`src/rtl/reduction_mux_sched_pkg.sv`:
```
// Shared types and entry-layout helpers for the reduction-mux select sequencer.
// Entry layout, LSB first: sel_l, sel_r, zero_l, zero_r, last.
package red_mux_pkg;

    typedef enum logic [1:0] {
        ST_IDLE = 2'd0,
        ST_RUN  = 2'd1,
        ST_DONE = 2'd2
    } state_e;

    localparam int SEL_L_LSB = 0;

    function automatic int sel_r_lsb(input int sel_in);
        return sel_in / 2;
    endfunction

    function automatic int zero_l_bit(input int sel_in);
        return sel_in;
    endfunction

    function automatic int zero_r_bit(input int sel_in);
        return sel_in + 1;
    endfunction

    function automatic int last_bit(input int sel_in);
        return sel_in + 2;
    endfunction

    function automatic int entry_width(input int sel_in);
        return sel_in + 3;
    endfunction

endpackage

```
`src/rtl/reduction_mux_sched_mem.sv`:
```
// Schedule storage: DEPTH x EW flops, one write port, async read.
// A write to entry 0 is forwarded to a same-cycle read of entry 0 so start sees fresh data.
module red_sched_mem #(
    parameter int DEPTH = 8,
    parameter int AW    = 3,
    parameter int EW    = 5
) (
    input  logic          clk,
    input  logic          we,
    input  logic [AW-1:0] waddr,
    input  logic [EW-1:0] wdata,
    input  logic [AW-1:0] raddr,
    output logic [EW-1:0] rdata
);

    logic [EW-1:0] mem_q [DEPTH];

    // Storage write port; contents deliberately have no reset.
    always_ff @(posedge clk) begin
        if (we) begin
            mem_q[waddr] <= wdata;
        end
    end

    // Async read with the entry-0 write-through bypass.
    always_comb begin
        rdata = mem_q[raddr];
        if (we && (waddr == '0) && (raddr == '0)) begin
            rdata = wdata;
        end else begin
            rdata = mem_q[raddr];
        end
    end

endmodule

```
`src/rtl/reduction_mux_sched.sv`:
```
// Walks a host-programmed select schedule with a valid/ready handshake and
// legalises each half so the reduction mux never sees an out-of-range index.
module reduction_mux_sched
    import red_mux_pkg::*;
#(
    parameter int NUM_IN = 4,
    parameter int SEL_IN = 2,
    parameter int DEPTH  = 8,
    parameter int AW     = $clog2(DEPTH),
    parameter int EW     = entry_width(SEL_IN)
) (
    input  logic              clk,
    input  logic              rst_n,
    input  logic              cfg_we,
    input  logic [AW-1:0]     cfg_addr,
    input  logic [EW-1:0]     cfg_wdata,
    input  logic              start,
    output logic              o_valid,
    input  logic              i_ready,
    output logic [SEL_IN-1:0] o_sel,
    output logic [1:0]        o_zero,
    output logic [AW-1:0]     o_step,
    output logic              o_busy,
    output logic              o_done,
    output logic              o_err
);

    localparam int HW         = SEL_IN / 2;
    localparam int SEL_R_LSB  = sel_r_lsb(SEL_IN);
    localparam int ZERO_L_BIT = zero_l_bit(SEL_IN);
    localparam int ZERO_R_BIT = zero_r_bit(SEL_IN);
    localparam int LAST_BIT   = last_bit(SEL_IN);

    // Returns {zero_out, sel_out}: masked halves present index 0 with the gate set.
    function automatic logic [HW:0] legal_half(input logic [HW-1:0] sel, input logic zero);
        if (zero || (int'(sel) >= (NUM_IN / 2))) begin
            return {1'b1, {HW{1'b0}}};
        end else begin
            return {1'b0, sel};
        end
    endfunction

    state_e            state_q, state_d;
    logic [AW-1:0]     step_q, step_d;
    logic              valid_q, valid_d;
    logic [SEL_IN-1:0] sel_q, sel_d;
    logic [1:0]        zero_q, zero_d;
    logic              last_q, last_d;
    logic              busy_q, busy_d;
    logic              done_q, done_d;
    logic              err_q, err_d;

    logic              mem_we_s;
    logic [AW-1:0]     rd_addr_s;
    logic [EW-1:0]     rd_data_s;
    logic [HW:0]       legal_l_s, legal_r_s;
    logic [SEL_IN-1:0] ld_sel_s;
    logic [1:0]        ld_zero_s;
    logic              ld_last_s;

    assign mem_we_s = cfg_we && (state_q == ST_IDLE);

    red_sched_mem #(
        .DEPTH (DEPTH),
        .AW    (AW),
        .EW    (EW)
    ) u_mem (
        .clk   (clk),
        .we    (mem_we_s),
        .waddr (cfg_addr),
        .wdata (cfg_wdata),
        .raddr (rd_addr_s),
        .rdata (rd_data_s)
    );

    // Look one entry ahead while running; at step DEPTH-1 the wrapped address is never loaded.
    always_comb begin
        if (state_q == ST_RUN) begin
            rd_addr_s = step_q + AW'(1);
        end else begin
            rd_addr_s = '0;
        end
    end

    assign legal_l_s = legal_half(rd_data_s[SEL_L_LSB +: HW], rd_data_s[ZERO_L_BIT]);
    assign legal_r_s = legal_half(rd_data_s[SEL_R_LSB +: HW], rd_data_s[ZERO_R_BIT]);
    assign ld_sel_s  = {legal_r_s[HW-1:0], legal_l_s[HW-1:0]};
    assign ld_zero_s = {legal_r_s[HW], legal_l_s[HW]};
    assign ld_last_s = rd_data_s[LAST_BIT];

    // Next-state and next-output logic for the IDLE -> RUN -> DONE walk.
    always_comb begin
        state_d = state_q;
        step_d  = step_q;
        valid_d = valid_q;
        sel_d   = sel_q;
        zero_d  = zero_q;
        last_d  = last_q;
        err_d   = err_q;
        case (state_q)
            ST_IDLE: begin
                if (start) begin
                    state_d = ST_RUN;
                    valid_d = 1'b1;
                    step_d  = '0;
                    sel_d   = ld_sel_s;
                    zero_d  = ld_zero_s;
                    last_d  = ld_last_s;
                    err_d   = 1'b0;
                end else begin
                    state_d = ST_IDLE;
                end
            end
            ST_RUN: begin
                if (cfg_we) begin
                    err_d = 1'b1;
                end else begin
                    err_d = err_q;
                end
                if (valid_q && i_ready) begin
                    if (last_q || (step_q == AW'(DEPTH - 1))) begin
                        valid_d = 1'b0;
                        state_d = ST_DONE;
                    end else begin
                        step_d = step_q + AW'(1);
                        sel_d  = ld_sel_s;
                        zero_d = ld_zero_s;
                        last_d = ld_last_s;
                    end
                end else begin
                    state_d = ST_RUN;
                end
            end
            ST_DONE: begin
                if (cfg_we) begin
                    err_d = 1'b1;
                end else begin
                    err_d = err_q;
                end
                valid_d = 1'b0;
                state_d = ST_IDLE;
            end
            default: begin
                valid_d = 1'b0;
                state_d = ST_IDLE;
            end
        endcase
        done_d = (state_d == ST_DONE);
        busy_d = (state_d != ST_IDLE);
    end

    // State and output registers.
    always_ff @(posedge clk or negedge rst_n) begin
        if (!rst_n) begin
            state_q <= ST_IDLE;
            step_q  <= '0;
            valid_q <= 1'b0;
            sel_q   <= '0;
            zero_q  <= 2'b00;
            last_q  <= 1'b0;
            busy_q  <= 1'b0;
            done_q  <= 1'b0;
            err_q   <= 1'b0;
        end else begin
            state_q <= state_d;
            step_q  <= step_d;
            valid_q <= valid_d;
            sel_q   <= sel_d;
            zero_q  <= zero_d;
            last_q  <= last_d;
            busy_q  <= busy_d;
            done_q  <= done_d;
            err_q   <= err_d;
        end
    end

    assign o_valid = valid_q;
    assign o_sel   = sel_q;
    assign o_zero  = zero_q;
    assign o_step  = step_q;
    assign o_busy  = busy_q;
    assign o_done  = done_q;
    assign o_err   = err_q;

endmodule
```
`config.mk`:
```
export PLATFORM = sky130hd
export DESIGN_NAME = reduction_mux_sched
export DESIGN_NICKNAME = d
export VERILOG_FILES = /design/src/rtl/reduction_mux_sched_pkg.sv /design/src/rtl/reduction_mux_sched_mem.sv /design/src/rtl/reduction_mux_sched.sv
export SDC_FILE = /design/constraint.sdc
export NUM_CORES = 1
export LEC_CHECK = 0
export ABC_AREA = 1
export BUFFER_PORTS_ARGS = -buffer_cell sky130_fd_sc_hd__clkbuf_2
export CAP_MARGIN = 0
export CORE_MARGIN = 2
export CORE_UTILIZATION = 40
export CTS_CLUSTER_DIAMETER = 120
export DETAILED_ROUTE_END_ITERATION = 10
export PLACE_DENSITY = 0.56
export SYNTH_ARGS = -nofsm -noshare
export SYNTH_HDL_FRONTEND = slang
export SYNTH_SLANG_ARGS = --single-unit
```
`constraint.sdc`:
```
create_clock -name clk -period 2.7 [get_ports clk]
set_clock_uncertainty 0.2 [all_clocks]
set_input_delay 0.81 -clock clk [delete_from_list [all_inputs] [get_ports clk]]
set_output_delay 0.81 -clock clk [all_outputs]
set_load 0.01 [all_outputs]
```
Word-level counts from Yosys, hierarchy flattened. Memories as Yosys holds them, arrays and structs flattened. Cells that the tools add are included.

Word-level logic and storage cells: 68. Memories: 1. Output and inout port bits: 11. Bits in writable memories: 40. Bits of input ports: 13. Bits in registers: 14.

Memories: u_mem.mem_q (words 8, bits a word 5, read ports 1, clocked after Yosys merged registers in 0, write ports 1, RTL line reduction_mux_sched_mem.sv:16) `logic [EW-1:0] mem_q [DEPTH];`.

$add $sub $neg: 1. Equal/unequal tests: 9. Reductions and logical operators: 15. Multiplexer cells: 33.

Operator list (number): $mux 2 (10); $mux 3 (4); $pmux 2 s2 (3); $mux 1 (11); $logic_not 3->1 (2); $ne 2x1->1 const B (3); $pmux 1 s2 (3); $pmux 3 s2 (1); $reduce_and 3->1 (2); $reduce_bool 2->1 (3); $mux 5 (1); $eq 2x2->1 const B (2); $logic_and 1x1->1 (4); $ne 2x2->1 const B (2); $reduce_and 4->1 (1); $add 3x1->3 const B (1); $eq 3x3->1 const B (1); $eq 2x1->1 const B (1); $logic_not 2->1 (1); $reduce_or 2->1 (1); $logic_or 1x1->1 (1).

Longest topological paths before layout. Gate-level depths: netlist of run 1.

Depth after elaboration: 9. Gate-level depth with buffers: 13. Mapped depth without buffers: 12.

Modules after synthesis. Synthesis of run 1 repeated with hierarchy kept, for this count alone.

Cell total of the unflattened synthesis: 270. Area, all modules: 2591.2 µm².

Modules (own cells, without submodules): red_sched_mem (times used 1, cells each 186, seq. area each 1201.2 µm², area each 1846.8 µm²); reduction_mux_sched (times used 1, cells each 84, seq. area each 350.3 µm², area each 744.5 µm²).

Worst setup path after synthesis of run 1. Ideal clock, no wire load.

Path kind: register to register. Start point: reg step_q[0], in the netlist o_step[0]. End point: reg sel_q[0], in the netlist o_sel[0]. Path slack: 699 ps. Data required time: 2435 ps. Buffers on the path: 0. Stages on the path, launching flop included: 11. Setup time: 65 ps. Arrival time: 1736 ps. Clock period less this slack: 2001 ps. Cell sequence: dfrtp_1 > ha_1 > ha_1 > nand2_4 > nand2_2 > nor2_4 > nand2_4 > or2_0 > nand2_1 > nand3_1 > nand2_1.

Word-level cells in the longest chain between the ends: 9. Elaborated cells between the ends (all ways): 15. Classes of those cells: add/sub: 1; eq/ne: 2; mux: 7; reduce/logical: 4; memory: 1.

RTL lines: start, declared (RTL line reduction_mux_sched.sv:44) `logic [AW-1:0] step_q, step_d;`; start signal, assigned (RTL line reduction_mux_sched.sv:166) `step_q <= step_d;`; branches (longest 9 deep; another with $mem_v2 8x5); end signal, assigned (RTL line reduction_mux_sched.sv:168) `sel_q <= sel_d;`; end, declared (RTL line reduction_mux_sched.sv:46) `logic [SEL_IN-1:0] sel_q, sel_d;`.

Several ways; the timed one is not identified. The select of a mux whose other input is x is not followed. A chain may end at the register's enable or synchronous reset.

Final worst setup path of run 1.
Start point: reg state_q[1]. End point: reg sel_q[0], in the netlist o_sel[0].

Word-level cells in the longest chain between the ends: 9. Elaborated cells between the ends (all ways): 19. Classes of those cells: eq/ne: 4; mux: 7; reduce/logical: 7; memory: 1.

RTL lines: start, declared (RTL line reduction_mux_sched.sv:43) `state_e state_q, state_d;`; start signal, assigned (RTL line reduction_mux_sched.sv:165) `state_q <= state_d;`; branches (longest 9 deep; another with $mem_v2 8x5).

Several ways; the timed one is not identified. The select of a mux whose other input is x is not followed.

==> results of run 1 <==
power by group through the flow:
| stage | Sequential, W | Combinational, W | Clock (W) |
|---|---|---|---|
| after floorplan | 0.00109 | 0.000932 | 0 |
| after global placement | 0.00107 | 0.00121 | 0 |
| after detailed placement | 0.00108 | 0.00121 | 0 |
| after CTS | 0.00106 | 0.00122 | 0.000492 |
| after global routing | 0.00107 | 0.00138 | 0.000523 |
| final | 0.00106 | 0.00121 | 0.000480 |
sequential cells by signal, summed over array words and instances, names as in the netlist:
name	flops
state_q	2
last_q	1
o_valid	1
o_sel	2
o_zero	2
o_done	1
o_err	1
o_busy	1
u_mem.mem_q	40
o_step	3
per-layer routing:
layer	routed length (µm)	part of all wire [%]	vias to the layer above	track usage [%]
li1	-	-	844	-
met1	2280	48	756	20.2
met2	2320	48	27	27.3
met3	156	3.3	4	3.59
met4	41	0.85	0	4.50
met5	0	0	-	0
path summary, 6_finish.rpt:
kind | startpoint | endpoint | slack, ps | depth (start not counted)
setup / recovery | state_q[1] | o_sel[0] | 310 | 12
hold / removal | rst_n | o_sel[1] | 180 | 1
setup reg to reg | state_q[1] | o_sel[0] | 310 | 12
hold reg to reg | o_sel[0] | o_sel[0] | 300 | 2
max in group asynchronous | rst_n | o_step[0] | 1870 | 1
min in group clk | o_sel[0] | o_sel[0] | 300 | 2
cells in the final DEF, fill, tap and decap left out:
master and instances:
a31oi_1 2, nand2_1 61, nor3_1 2, inv_8 1
nand3_1 29, inv_2 2, a21oi_1 5, inv_1 29
clkbuf_2 23, nor2_4 3, nand2_4 3, edfxtp_1 40
clkbuf_8 5, nand2_2 1, buf_4 1, mux2_2 1
or2_0 1, nor2_2 1, nand3_2 1, nor3_4 1
o21ai_0 4, dfrtp_1 14, o21ai_1 7, clkinv_4 2
o211ai_1 2, nor2_1 22, ha_1 4
final cells by class:
cell class                 count  area, µm²
fill                         576       3190
multi-input combinational    150        748
timing repair buffer          24        123
inverter                      31        116
clock buffer                   5       68.8
tap                           75       93.8
sequential                    54       1550
clock inverter                 3       28.8
worst max-delay path, delay by kind of cell (launching register included):
family,cells,cell delay [ps]
adder cells (fa/ha/maj),1,510
flip-flops,1,400
AND/OR/NAND/NOR,9,960
buffers and inverters,2,280
cell families (layout without fill, tap and decap cells):
family	after synthesis	count (layout)	synth area share (%)
buffers and inverters	36	63	6.46
DFF	54	54	63.1
AOI/OAI and AO/OA	20	20	4.38
adders and majority gates	4	4	2.04
muxes	1	1	0.458
and+or+nand+nor	125	125	23.6
per-stage QoR:
| stage | utilization, % | hold WS (ps) | cells | area (µm²) | worst slack, ps |
|---|---|---|---|---|---|
| global route | 46.1 | 205 | 342 | 2730 | 66.0 |
| CTS | 46.1 | 187 | 342 | 2730 | 310 |
| floorplan | - | 313 | 240 | 2460 | 699 |
| detailed placement | 44.5 | 273 | 334 | 2630 | 344 |
| global placement | 44.5 | 271 | 334 | 2630 | 440 |
| finish | 46.1 | 182 | 342 | 2730 | 307 |
==> run metrics, run 1 <==
outcome finished, final reports clean; Rows 28; Achievable Freq 0.418 GHz; clock-pin slew on the worst setup and hold paths 100 ps; Syn Inst Count 240; EDFF count, synth 40; Initial Utilization 41.5%; Sequential Power Share 38.6%; drt first pass iters 4; Critical-path top delay cell ha_1; Slowest Stage Delay on Critical Path 510 ps; Starting DRT DRC Count 77; Slew Limit Fails 0; FFs w/ async S/R, synth 25.9%; area grow syn2layout 11.0%; root buffer cell clkbuf_8; setup TNS 0 ps; initial antenna violation count 0; Tcrit/Tclk final 88.6%; Syn Nets 257; top cells by area, synth edfxtp_1 (49%), dfrtp_1 (14%), nand2_1 (9.3%), nand3_1 (5.9%), inv_1 (4.4%); total internal power 0.00159 W; synth cell count leaders nand2_1 (61), edfxtp_1 (40), inv_1 (29), nand3_1 (29), nor2_1 (22); PwrDens 1000 mW/mm²; sequential element share of the synthesized area 63.1%; die height 82.4 µm; layout cells sized above 1 16.9%; number of vias in the routed layout 1631; GRT Total Usage 15.9%; port bufs 23; share of the synthesized area in the top cell type 48.9%; leading area contributor after synthesis edfxtp_1; total wire length 4800 µm; vias in the first global route 1549; Die Width 82.4 µm; Setup violations, final 0; Num CTS Buffers 5; CP dominant cell by count nand2_1; hold buffer count at cts 0; Sw Ratio 41.9%; top_reg_cell synth edfxtp_1; Final nets 283; VDD IR max 0.400 mV; wire per inst 14.0 µm; DR vias/cell 4.77; core area 0.00592 mm²; Max-Cap Viols 0; switching power 0.00115 W; maximum clock path buffer count 2; total power 0.00274 W; CP endpoint kind flop; PostCTS Resize Cnt 0; Final Wtd Congestion 0.795; worst-path cell chain inv_1 > ha_1 > inv_1 > nor2_4 > nor2_4 > nand2_4 > nand2_1 > nor2_1 > nand2_1 > nand2_1 > nand3_1 > nand2_1; drt drc 0; CP Launch Type flop; TritonCTS clock tree yes; Slew HR 62.8%; #FFs+latches synth 54; clock network power share 17.5%; Worst EP required 2760 ps; gr ovfl total 0; Static Leak 1.21 nW; crit-path max FO 14; syn_area_per_cell 10.2 µm²; Skew-Pair Late Insertion Delay 320 ps; largest net degree at the start of global routing 20; global-route wire length before repair 7810 µm; Routed Antenna Nets 0; Setup Fix Bufs, Post-CTS 0; Synth Warn # 0; Cell Area, Synth 0.00246 mm²; number of hold violations in the final report 0; RSZ-0062 raised after global routing no; number of H-tree levels 2; n_diodes 0; crit path kind flop to flop; Min-Delay Path Class input port to async pin; post-route minimum period 2390 ps; die area 0.00679 mm²; Comb power frac 43.9%; Worst Path Arrival 2450 ps; Netlist cell types 25; most frequent cell after synthesis nand2_1; worst-margin pin slew 558 ps; clock sink count 54; HPWL after DPL 3420 µm; IO Count 24
No activity file was read; power rests on OpenSTA's default activity.
==> inputs of run 2 (changes only) <==
--- a/config.mk
+++ b/config.mk
@@ -9,10 +9,11 @@
 export BUFFER_PORTS_ARGS = -buffer_cell sky130_fd_sc_hd__clkbuf_2
 export CAP_MARGIN = 0
 export CORE_MARGIN = 2
-export CORE_UTILIZATION = 40
+export CORE_UTILIZATION = 55
 export CTS_CLUSTER_DIAMETER = 120
 export DETAILED_ROUTE_END_ITERATION = 10
-export PLACE_DENSITY = 0.56
+export PLACE_DENSITY = 0.73
 export SYNTH_ARGS = -nofsm -noshare
 export SYNTH_HDL_FRONTEND = slang
+export SYNTH_HIERARCHICAL = 1
 export SYNTH_SLANG_ARGS = --single-unit
==> run metrics, run 2 <==
outcome finished, final reports clean; die height 72.6 µm; top_reg_cell synth edfxtp_1; FILL cells 388; number of vias in the routed layout 1811; Static Leak 1.34 nW; VDD IR max 0.296 mV; Die Width 72.6 µm; total wire length 5080 µm; proportion of synthesized area in mux cells 0%; FFs w/ async S/R, synth 25.9%; port bufs 23; Routed Antenna Nets 0; Post-Synth Adder-Cell Area 1.93%; largest family of logic cells by synthesized area simple AND/OR/NAND/NOR gates; worst-margin pin slew 592 ps; largest net degree at the start of global routing 27; post-route minimum period 2330 ps; Post-Synth Simple-Gate Area 27.5%; setup TNS 0 ps; R2R depth 15; initial antenna violation count 0; Sw Ratio 19.9%; Cell Area, Placed 0.00272 mm²; Worst EP required 2740 ps; cell area after layout 0.00281 mm²; Starting DRT DRC Count 121; most frequent cell after synthesis nand2_1; core area 0.00444 mm²; commonest cells after routing, fill and taps aside nand2_1 (80), inv_1 (43), edfxtp_1 (40); Sequential Power Share 66.2%; Max-Cap Viols 0; vias in the first global route 1724; Syn Inst Count 270; Worst R2R Setup Slack 370 ps; Skew-Pair Late Insertion Delay 310 ps; PwrDens 480 mW/mm²; Min-Delay Path Class input port to async pin; compound-cell area share of the yosys netlist 1.21%; max reg flops 40; met2 WL 2380 µm; drt first pass iters 4; CP Launch Type flop; wire length on met1 2350 µm; Achievable Freq 0.430 GHz; met3 wire length 253 µm; leading area contributor after synthesis edfxtp_1; number of H-tree levels 2; TritonCTS clock tree yes; crit path kind flop to flop; gr ovfl total 0; worst flop-to-flop path startpoint state_q[1]; top cells by area, synth edfxtp_1 (46%), dfrtp_1 (14%), nand2_1 (12%), nand3_1 (6.6%), inv_1 (6.2%); Final nets 312; top sig layer met4; Final Wtd Congestion 0.920; sequential element share of the synthesized area 59.9%; clock-pin slew on the worst setup and hold paths 80 ps; Rows 24; Setup violations, final 0; layout cells sized above 1 15.9%; commonest non-fill, non-tap cell in the layout nand2_1; number of hold violations in the final report 0; drt drc 0; clock sink count 54; Netlist cell types 25; Largest Register u_mem/mem_q; Tcrit/Tclk final 86.2%; wire per inst 14.6 µm; maximum clock path buffer count 2; n_diodes 0; Setup Fix Bufs, Post-CTS 0; clock network power share 31.5%; hold buffer count at cts 0; FF-to-FF End o_sel[1]; die area 0.00528 mm²; Initial Utilization 58.3%; global-route wire length before repair 8530 µm; share of the synthesized area in the top cell type 46.4%; syn_area_per_cell 9.60 µm²; root buffer cell clkbuf_8; DR vias/cell 5.20; Syn Nets 287; #FFs+latches synth 54; total internal power 0.00108 W; Synth Warn # 6; synth cell count leaders nand2_1 (80), inv_1 (43), edfxtp_1 (40), nand3_1 (34), nor2_1 (16); Slew Limit Fails 0; EDFF count, synth 40; GRT Total Usage 21.8%; IO Count 24; post-synthesis xor/xnor area fraction 0%; Num CTS Buffers 5; Worst Path Arrival 2370 ps; Comb power frac 2.2%; CP endpoint kind flop; Slew HR 60.4%; RSZ-0062 raised after global routing no; HPWL after DPL 3630 µm; crit-path max FO 26; area grow syn2layout 8.26%; Cell Area, Synth 0.00259 mm²; PostCTS Resize Cnt 0; switching power 0.000268 W
run 2: cell types whose count changed after synthesis, sizes merged, moves of 4 or more:
cell and delta:
nand4 +9, a21oi -4, nor2 -5, nand3 +6, inv +16, o21ai -8
nand2 +18
run 2: worst max-delay path: stages, from the launching register on:
cell and delay [ps]:
dfrtp_1 370, inv_1 90, ha_2 290, inv_2 70, nor2_1 100, buf_4 290, inv_6 120, nand2_1 80
nand3_1 70, nand2_1 90, nand2_1 50, nand3_1 80, nand2_1 70, nor2_1 110, nand4_1 110, nand2_1 90
run 2: final cells by class:
class                      count  area, µm²  share of cell area, %
sequential                    54       1550                   55.3
inverter                      47        181                   6.47
tap                           52       65.1                   2.32
timing repair buffer          25        130                   4.64
clock inverter                 2       8.76                  0.312
clock buffer                   6       72.6                   2.59
multi-input combinational    162        796                   28.4
run 2: worst max-delay path by stage:
stage	cells past startpoint	slack (ps)	from	end
2_1_floorplan	13	600	o_step[0]	o_sel[0]
3_3_place_gp	15	360	state_q[1]	o_sel[1]
3_5_place_dp	15	320	state_q[1]	o_sel[1]
4_1_cts	15	300	state_q[1]	o_sel[1]
5_1_grt	15	90	state_q[1]	o_sel[1]
6_report	15	370	state_q[1]	o_sel[1]
run 2: cell families (layout without fill, tap and decap cells):
family,count (synthesis),count (layout)
buffers and inverters,54,80
AO/OA/AOI/OAI,5,5
AND/OR/NAND/NOR,153,153
flip-flops,54,54
adder cells (fa/ha/maj),4,4
run 2: layer usage:
metal	track usage (%)	vias to the layer above
met5	0	-
met4	6.58	0
met3	5.94	11
met1	31.6	832
li1	-	920
met2	32.6	48
run 2: stage by stage:
step	power, W	hold WS [ps]	util, %	setup slack (ps)	instances
finish	0.00135	191	63.1	372	348
global route	0.00139	210	63.1	89.2	348
floorplan	0.000913	285	-	603	270
detailed placement	0.000940	259	61.2	320	340
CTS	0.00136	200	63.1	298	348
global placement	0.000939	258	61.2	358	340
run 2: power by group through the flow:
stage	combinational, W	sequential, W	clock (W)
after detailed placement	0.0000306	0.000910	0
final	0.0000297	0.000891	0.000424
after global routing	0.0000342	0.000891	0.000465
after global placement	0.0000293	0.000910	0
after CTS	0.0000307	0.000891	0.000439
after floorplan	0.00000314	0.000910	0
